`config.mk`:
```
export PLATFORM = sky130hd
export DESIGN_NAME = stream_mux_rr_flat
export DESIGN_NICKNAME = d
export VERILOG_FILES = /design/src/rtl/stream_mux_rr_pkg.sv /design/src/rtl/stream_mux_rr_if.sv /design/src/rtl/stream_mux_rr_rr_pick.sv /design/src/rtl/stream_mux_rr.sv /design/src/flat_wrapper.sv
export SDC_FILE = /design/constraint.sdc
export NUM_CORES = 1
export LEC_CHECK = 0
export BUFFER_PORTS_ARGS = -buffer_cell sky130_fd_sc_hd__buf_4
export CAP_MARGIN = 10
export CORE_ASPECT_RATIO = 1.25
export CORE_MARGIN = 2
export CORE_UTILIZATION = 36
export DETAILED_ROUTE_END_ITERATION = 6
export PLACE_DENSITY = 0.73
export SYNTH_ARGS = -nofsm -noshare
export SYNTH_HDL_FRONTEND = slang
export SYNTH_HIERARCHICAL = 1
export SYNTH_SLANG_ARGS = --single-unit
```
`constraint.sdc`:
```
create_clock -name clk -period 1.6 [get_ports clk]
set_input_delay 0.24 -clock clk [delete_from_list [all_inputs] [get_ports clk]]
set_output_delay 0.24 -clock clk [all_outputs]
set_load 0.005 [all_outputs]
```
`src/rtl/stream_mux_rr_pkg.sv`:
```
// Shared constants and state encoding for the stream_mux_rr slice.
// Round-robin arbitration is built only when RR_MODE_EN is defined.
package stream_mux_pkg;
   localparam logic MODE_FIXED = 1'b0;
   localparam logic MODE_RR    = 1'b1;

   typedef enum logic {
      ST_EMPTY = 1'b0,
      ST_FULL  = 1'b1
   } out_state_e;
endpackage

```
`src/rtl/stream_mux_rr_if.sv`:
```
// Bundle of the N-to-1 stream handshake: per-channel inputs, select/mode and the output stream.
interface stream_mux_rr_if #(
   parameter int N_CH  = 7,
   parameter int WIDTH = 8,
   parameter int SEL_W = $clog2(N_CH)
) ();
   logic [N_CH*WIDTH-1:0] in_data;
   logic [N_CH-1:0]       in_valid;
   logic [N_CH-1:0]       in_ready;
   logic [SEL_W-1:0]      sel;
   logic                  mode;
   logic [WIDTH-1:0]      out_data;
   logic [SEL_W-1:0]      out_ch;
   logic                  out_valid;
   logic                  out_ready;

   modport slave (
      input  in_data, in_valid, sel, mode, out_ready,
      output in_ready, out_data, out_ch, out_valid
   );

   modport master (
      output in_data, in_valid, sel, mode, out_ready,
      input  in_ready, out_data, out_ch, out_valid
   );
endinterface

```
`src/rtl/stream_mux_rr_rr_pick.sv`:
```
// Rotating-priority picker: first requester after 'last', wrapping; purely combinational.
module rr_pick #(
   parameter int N_CH  = 7,
   parameter int SEL_W = $clog2(N_CH)
) (
   input  logic [N_CH-1:0]  req,
   input  logic [SEL_W-1:0] last,
   output logic [SEL_W-1:0] gnt_idx,
   output logic             gnt_any
);
   logic [SEL_W-1:0] k;

   // Walk from the farthest candidate to the nearest so the nearest requester wins.
   always_comb begin
      gnt_idx = '0;
      gnt_any = 1'b0;
      k       = '0;
      for (int i = N_CH; i >= 1; i--) begin
         k = SEL_W'((int'(last) + i) % N_CH);
         if (req[k]) begin
            gnt_idx = k;
            gnt_any = 1'b1;
         end
      end
   end
endmodule

```
`src/rtl/stream_mux_rr.sv`:
```
// N-to-1 valid/ready stream mux with a 1-deep registered output; fixed select or
// round-robin (RR_MODE_EN) channel choice.
module stream_mux_rr
   import stream_mux_pkg::*;
#(
   parameter int N_CH  = 7,
   parameter int WIDTH = 8,
   parameter int SEL_W = $clog2(N_CH)
) (
   input logic            clk,
   input logic            reset,
   stream_mux_rr_if.slave bus
);
   logic [N_CH-1:0][WIDTH-1:0] in_data_w;
   logic [N_CH-1:0]            in_ready_w;
   out_state_e                 state_q, state_d;
   logic [WIDTH-1:0]           out_data_q, out_data_d;
   logic [SEL_W-1:0]           out_ch_q, out_ch_d;
   logic [SEL_W-1:0]           fix_idx, gnt_idx;
   logic                       gnt_vld, load, xfer;

   assign in_data_w = bus.in_data;
   assign load      = (state_q == ST_EMPTY) || bus.out_ready;
   // Out-of-range selects fall back to channel 0.
   assign fix_idx   = ({1'b0, bus.sel} < (SEL_W+1)'(N_CH)) ? bus.sel : '0;

`ifdef RR_MODE_EN
   logic [SEL_W-1:0] last_q, rr_idx;
   logic             rr_any, rr_on;

   rr_pick #(.N_CH(N_CH), .SEL_W(SEL_W)) u_pick (
      .req     (bus.in_valid),
      .last    (last_q),
      .gnt_idx (rr_idx),
      .gnt_any (rr_any)
   );

   assign rr_on   = (bus.mode == MODE_RR);
   assign gnt_idx = rr_on ? rr_idx : fix_idx;
   assign gnt_vld = rr_on ? rr_any : bus.in_valid[fix_idx];

   always_ff @(posedge clk or posedge reset) begin
      if (reset)              last_q <= SEL_W'(N_CH-1);
      else if (xfer && rr_on) last_q <= gnt_idx;
   end
`else
   logic unused_mode;
   assign unused_mode = bus.mode;
   assign gnt_idx     = fix_idx;
   assign gnt_vld     = bus.in_valid[fix_idx];
`endif

   assign xfer = load && gnt_vld && !reset;

   always_comb begin
      in_ready_w = '0;
      if (xfer) in_ready_w[gnt_idx] = 1'b1;
   end

   always_comb begin
      state_d    = state_q;
      out_data_d = out_data_q;
      out_ch_d   = out_ch_q;
      if (xfer) begin
         state_d    = ST_FULL;
         out_data_d = in_data_w[gnt_idx];
         out_ch_d   = gnt_idx;
      end else if (load) begin
         state_d    = ST_EMPTY;
      end
   end

   always_ff @(posedge clk or posedge reset) begin
      if (reset) begin
         state_q    <= ST_EMPTY;
         out_data_q <= '0;
         out_ch_q   <= '0;
      end else begin
         state_q    <= state_d;
         out_data_q <= out_data_d;
         out_ch_q   <= out_ch_d;
      end
   end

   assign bus.in_ready  = in_ready_w;
   assign bus.out_data  = out_data_q;
   assign bus.out_ch    = out_ch_q;
   assign bus.out_valid = (state_q == ST_FULL);
endmodule

```
`src/flat_wrapper.sv`:
```
// flat-port wrapper written by rule: the top's interface ports become plain ports
module stream_mux_rr_flat import stream_mux_pkg::*;
#(
   parameter int N_CH  = 7,
   parameter int WIDTH = 8,
   parameter int SEL_W = $clog2(N_CH)
)
  (clk, reset, bus_in_data, bus_in_valid, bus_sel, bus_mode, bus_out_ready, bus_in_ready, bus_out_data, bus_out_ch, bus_out_valid);
  stream_mux_rr_if #(.N_CH(N_CH), .WIDTH(WIDTH), .SEL_W(SEL_W)) bus_i ();
  input logic clk;
  input logic reset;
  input wire logic [$bits(bus_i.in_data)-1:0] bus_in_data;
  input wire logic [$bits(bus_i.in_valid)-1:0] bus_in_valid;
  input wire logic [$bits(bus_i.sel)-1:0] bus_sel;
  input wire logic [$bits(bus_i.mode)-1:0] bus_mode;
  input wire logic [$bits(bus_i.out_ready)-1:0] bus_out_ready;
  output wire logic [$bits(bus_i.in_ready)-1:0] bus_in_ready;
  output wire logic [$bits(bus_i.out_data)-1:0] bus_out_data;
  output wire logic [$bits(bus_i.out_ch)-1:0] bus_out_ch;
  output wire logic [$bits(bus_i.out_valid)-1:0] bus_out_valid;
  assign bus_i.in_data = bus_in_data;
  assign bus_i.in_valid = bus_in_valid;
  assign bus_i.sel = bus_sel;
  assign bus_i.mode = bus_mode;
  assign bus_i.out_ready = bus_out_ready;
  assign bus_in_ready = bus_i.in_ready;
  assign bus_out_data = bus_i.out_data;
  assign bus_out_ch = bus_i.out_ch;
  assign bus_out_valid = bus_i.out_valid;
  stream_mux_rr #(.N_CH(N_CH), .WIDTH(WIDTH), .SEL_W(SEL_W)) u_core (.clk(clk), .reset(reset), .bus(bus_i));
endmodule
```
==> flow_summary.ini, run 1 <==
[timing]
finalHoldViolCount = 0
rsz0062_at_grt = yes
max_freq_ghz = 0.524
post-route-period-util = 1.19
fin_crit_ns = 1.91
setup_slack_ns = -0.309
max_slew_margin = 0.530
holdWs_ns = 0.0405
worstMarginPinSlew_ns = 0.703
setup_viol = 19
drv_slew = 0
clock_skew_ns = 0.000720

[yosys]
synth.top_cell.area_share = 0.252
yosys_most_used_dff = dfrtp_1
ys_top_cells_by_area = dfrtp_1, mux2i_1, a221oi_1
ys_warn_count = 6
syn_inst = 127
syn_area_per_cell_um2 = 9.39
synth_cell_types = 34
syn_area_um2 = 1190
synth_edf_count = 0
syn-num-nets = 197
ys_seq_area_frac = 0.252
ys_ff_latch = 12
synth_top_area_cell = dfrtp_1
async_flop_share = 1.00

[final_layout]
area_growth_pct = 72.7
final_cell_mix = buf_4, mux2i_1, a221oi_1, dfrtp_1, o21ai_0
final_common_cell = buf_4
antenna_cells = 0
nets = 293
stdcell_count = 259
drive_above_1_share = 0.599

[drt]
firstDrtPassIters = 4
wl_um = 4010
ant_nets = 0
wl_per_cell_um = 15.5
avgViaCountPerCell = 5.50
drtIter0Drc = 48
drc = 0
dr_total_vias = 1425

[clocking]
cts.sinks = 12
clock_latency_ns = 0.23
cts-root-buf = clkbuf_8
numCtsBuffers = 3
cts_hold_buf = 0
clk_pin_slew_ns = 0.05
htree_levels = 1
cts_tree = yes
clockBufferDepth = 2

[place]
numPortBuffers = 87
gp_congestion = 0.751
place_hpwl_um = 3180
dp.cells = 249
place_ws_ns = -0.271

[global_route]
overflow = 0
grt_pass1_vias = 1343
grt.total_usage = 0.197
grt_first_pass_wirelength_um = 5950
grt_antenna_before_repair = 0
grt_max_degree = 28

[floorplanning]
ios = 89
design.die.area_um2 = 3790
design.core.area_um2 = 3190
die_w_um = 55.5
start_util = 0.373
num_rows = 23
die_height_um = 68.3

[pwr]
p_int_w = 0.00102
ir_drop_uv = 781
power_density_nw_per_um2 = 681
p_sw_w = 0.000386
p_sw_frac = 0.275
p_leak_nw = 1.02
p_seq_frac = 0.309
p_clk_frac = 0.225
power_w = 0.00140
p_comb_frac = 0.466

[outcome]
outcome = finished with violations
violations = negative setup slack

[worst_setup_path]
critical-path-max-stage-delay_ns = 0.37
cp.required_ns = 1.36
critPathBufInv = 1
cpMaxStageDelayCell = dfrtp_1
endpoint_kind = output pin
path_delay_family = compound AO/OA/AOI/OAI gates
critPathMaxFanout = 8
arrival_ns = 1.67
critPathKind = register to output pin
start_kind = register
path_cells = nor2b_4 -> a2111oi_4 -> o211ai_4 -> nor4_2 -> buf_4

[flow_run]
drv_cap = 0

[min_path]
hold_class = input port to async pin
[cells in the mapped netlist (all sizes together), types with 3 or more instances]
cell type / instances
o21ai: 9
a21oi: 4
inv: 3
buf: 8
nand2b: 4
nor2: 3
a221oi: 12
o22a: 6
nor3: 5
clkbuf: 6
mux2i: 18
nand2: 3
mux2: 10
dfrtp: 12
[final timing paths]
check | start | slack [ns] | cells after the start | end
min reg2reg | u_core/bus.out_ch[2] | 0.49 | 1 | u_core/bus.out_ch[2]
max in group asynchronous | reset | 1.25 | 2 | u_core/bus.out_data[3]
max | u_core/bus.out_valid | -0.31 | 5 | bus_in_ready[2]
max reg2reg | u_core/bus.out_valid | -0.30 | 8 | u_core/bus.out_ch[2]
min in group clk | bus_out_ready | 0.32 | 3 | u_core/bus.out_valid
min | reset | 0.04 | 2 | u_core/bus.out_ch[2]
[metal layers]
layer / vias up / part of all wire / wire [um] / GRT usage
met5: - / 0 / 0 / 0
met4: 0 / 0.012 / 50 / 0.0823
met3: 6 / 0.053 / 214 / 0.0359
met2: 53 / 0.56 / 2230 / 0.368
met1: 681 / 0.38 / 1520 / 0.223
li1: 685 / - / - / -
[kinds of logic after synthesis]
| family | after synthesis | share of synthesized area |
|---|---|---|
| simple gates | 31 | 0.161 |
| buf+inv | 17 | 0.0692 |
| mux | 28 | 0.252 |
| flops | 12 | 0.252 |
| compound gates | 39 | 0.267 |
[per-stage QoR]
stage	setup TNS [ns]	area (um2)	utilization
after floorplan	-0.417	1240	-
after CTS	-3.00	2040	0.638
after global routing	-6.12	2060	0.645
after global placement	-2.66	1950	0.609
after detailed placement	-3.51	1950	0.609
final	-4.62	2060	0.645
[power groups by stage]
stage	registers, W	logic [W]	clock network (W)
floorplan	0.000442	0.000281	0
global placement	0.000437	0.000604	0
detailed placement	0.000438	0.000622	0
CTS	0.000435	0.000643	0.000324
global route	0.000446	0.000703	0.000334
finish	0.000434	0.000654	0.000315
[area by class of cell]
type                    count  area (um2)
fillers                   282        1130
flip-flops and latches     12         300
well taps                  37        46.3
repair buffers            105         792
inverters                   3        11.3
multi-input cells          98         855
clock buffers               4        55.1
[sequential cells by signal (all words and copies together) (netlist names)]
| name | count |
|---|---|
| u_core/bus.out_data | 8 |
| u_core/bus.out_valid | 1 |
| u_core/bus.out_ch | 3 |
[repair_timing]
action / in CTS / in global routing
cloned: 0 / 0
pin swaps: 3 / 3
endpoints found under the setup margin: 18 / 19
resized for setup: 2 / 2
buffers inserted: 4 / 3
No activity file was read; power rests on OpenSTA's default activity.
==> run 2, diff against run 1 <==
--- a/config.mk
+++ b/config.mk
@@ -5,13 +5,13 @@
 export SDC_FILE = /design/constraint.sdc
 export NUM_CORES = 1
 export LEC_CHECK = 0
-export BUFFER_PORTS_ARGS = -buffer_cell sky130_fd_sc_hd__buf_4
 export CAP_MARGIN = 10
 export CORE_ASPECT_RATIO = 1.25
 export CORE_MARGIN = 2
-export CORE_UTILIZATION = 36
+export CORE_UTILIZATION = 56
 export DETAILED_ROUTE_END_ITERATION = 6
-export PLACE_DENSITY = 0.73
+export DONT_BUFFER_PORTS = 1
+export PLACE_DENSITY = 0.71
 export SYNTH_ARGS = -nofsm -noshare
 export SYNTH_HDL_FRONTEND = slang
 export SYNTH_HIERARCHICAL = 1
==> constraint.sdc (replaced) <==
create_clock -name clk -period 1.7 [get_ports clk]
set_input_delay 0.255 -clock clk [delete_from_list [all_inputs] [get_ports clk]]
set_output_delay 0.255 -clock clk [all_outputs]
set_load 0.005 [all_outputs]
==> run 2 against run 1 <==
Effect of this change: largest power group is now sequential cells; sequential cell count stayed put; clock skew rose by 0.0052 ns; clock power down 49%; sequential power shrank 1%; the run still ends with negative setup slack left; combinational power shrank 53%; final area decreased by 36%; core utilization is 1.1 points higher.
==> flow_summary.ini, run 2 (synthesized netlist as in run 1, its figures left out) <==
[outcome]
outcome = finished with violations
violations = negative setup slack

[worst_setup_path]
r2r_end = u_core/bus.out_data[7]
reg2reg_slack_ns = -0.17
arrival_ns = 1.62
endpoint = bus_in_ready[2]
start_kind = register
critPathMaxFanout = 8
endpoint_kind = output pin
critPathKind = register to output pin
setup.worst_path.start = u_core/bus.out_valid
rr_startpoint = u_core/bus.out_valid
cp.required_ns = 1.44
reg2reg_depth = 6

[place]
gp_congestion = 0.720
numPortBuffers = 0
dpl_cell_area_um2 = 1220
dp.cells = 135
place_hpwl_um = 2200

[global_route]
overflow = 0
grt_first_pass_wirelength_um = 4360
grt_pass1_vias = 937
grt_max_degree = 35
grt_antenna_before_repair = 0
grt.total_usage = 0.236

[pwr]
p_comb_frac = 0.345
p_clk_frac = 0.179
power_density_nw_per_um2 = 684
p_sw_frac = 0.295
p_leak_nw = 0.545
p_seq_frac = 0.476
p_int_w = 0.000634
p_sw_w = 0.000265
ir_drop_uv = 548

[final_layout]
drive_above_1_share = 0.280
antenna_cells = 0
largest_reg_flops = 8
nets = 197
final_common_cell = mux2i_1
fin_area_um2 = 1320
stdcell_count = 145
fillCellCount = 170
area_growth_pct = 10.3
final_cell_mix = mux2i_1, a221oi_1, dfrtp_1, o21ai_0, mux2_2

[drt]
drc = 0
firstDrtPassIters = 4
ant_nets = 0
wl_per_cell_um = 21.0
avgViaCountPerCell = 6.99
wl_um = 3050
drtIter0Drc = 21
dr_total_vias = 1013

[timing]
finalHoldViolCount = 0
clock_skew_ns = 0.00588
rsz0062_at_grt = yes
setup_viol = 17
drv_slew = 0
setup_slack_ns = -0.174
fin_tns_setup_ns = -2.46
fin_crit_ns = 1.87
max_freq_ghz = 0.534
worstMarginPinSlew_ns = 0.706
post-route-period-util = 1.10
max_slew_margin = 0.528

[clocking]
clock_latency_ns = 0.27
cts.sinks = 12
cts-root-buf = clkbuf_4
numCtsBuffers = 3
clockBufferDepth = 2
cts_tree = yes
htree_levels = 1
clk_pin_slew_ns = 0.06

[floorplanning]
start_util = 0.595
die_height_um = 55.6
die_w_um = 45.3
design.core.area_um2 = 2000
ios = 89
num_rows = 18
design.die.area_um2 = 2520

[flow_run]
drv_cap = 0

[min_path]
min_path_cells = 2
hold_class = input port to register
## run 2: cell count changes in the layout (fill, tap and decap cells not counted), sizes merged
cell,before,now
clkbuf,4,3
buf,105,8
dlygate4sd3,0,1
## run 2: worst min path at each step
stage | start | endpoint | slack, ns
6_report | bus_out_ready | u_core/bus.out_valid | 0.19
5_1_grt | bus_out_ready | u_core/bus.out_valid | 0.18
4_1_cts | bus_out_ready | u_core/bus.out_valid | 0.18
3_5_place_dp | reset | u_core/bus.out_data[3] | 0.16
3_3_place_gp | reset | u_core/bus.out_data[3] | 0.16
2_1_floorplan | reset | u_core/bus.out_ch[0] | 0.12
## run 2: final cells by class
class | count | area, um2 | area share
inverters | 3 | 11.3 | 0.00856
multi-input cells | 98 | 878 | 0.668
well taps | 20 | 25.0 | 0.0190
flip-flops and latches | 12 | 300 | 0.228
clock buffers | 3 | 22.5 | 0.0171
repair buffers | 9 | 77.6 | 0.0590
## run 2: power by group through the flow
stage	Clock [W]	Sequential, W	Combinational [W]
5_1_grt	0.000183	0.000437	0.000336
3_5_place_dp	0	0.000433	0.000274
3_3_place_gp	0	0.000433	0.000265
2_1_floorplan	0	0.000416	0.000274
4_1_cts	0.000172	0.000430	0.000293
6_report	0.000161	0.000428	0.000310
## run 2: layer usage
metal / vias to the layer above / routed length, um / GRT usage
met5: - / 0 / 0
met4: 0 / 88 / 0.139
met3: 8 / 318 / 0.0649
met2: 55 / 1440 / 0.353
met1: 458 / 1210 / 0.295
li1: 492 / - / -
## run 2: what timing repair did
item | in CTS | in global routing
pin swaps | 1 | 1
resized for setup | 3 | 2
hold endpoints to repair | 12 | 0
setup endpoints to repair | 17 | 18
setup buffers | 3 | 3
hold buffers | 1 | 0
## run 2: critical path, stage by stage (launching register included)
cell       delay, ns
dfrtp_1         0.39
nor2b_4         0.14
a2111oi_4       0.37
o211ai_4        0.24
nor4_4          0.22
## run 2: stage by stage
step / worst slack [ns] / power (W) / hold slack, ns / utilization
6_report: -0.174 / 0.000900 / 0.189 / 0.656
5_1_grt: -0.268 / 0.000956 / 0.176 / 0.656
4_1_cts: -0.182 / 0.000895 / 0.177 / 0.641
3_5_place_dp: -0.0430 / 0.000707 / 0.163 / 0.609
3_3_place_gp: -0.0260 / 0.000698 / 0.164 / 0.609
2_1_floorplan: -0.00392 / 0.000691 / 0.120 / -
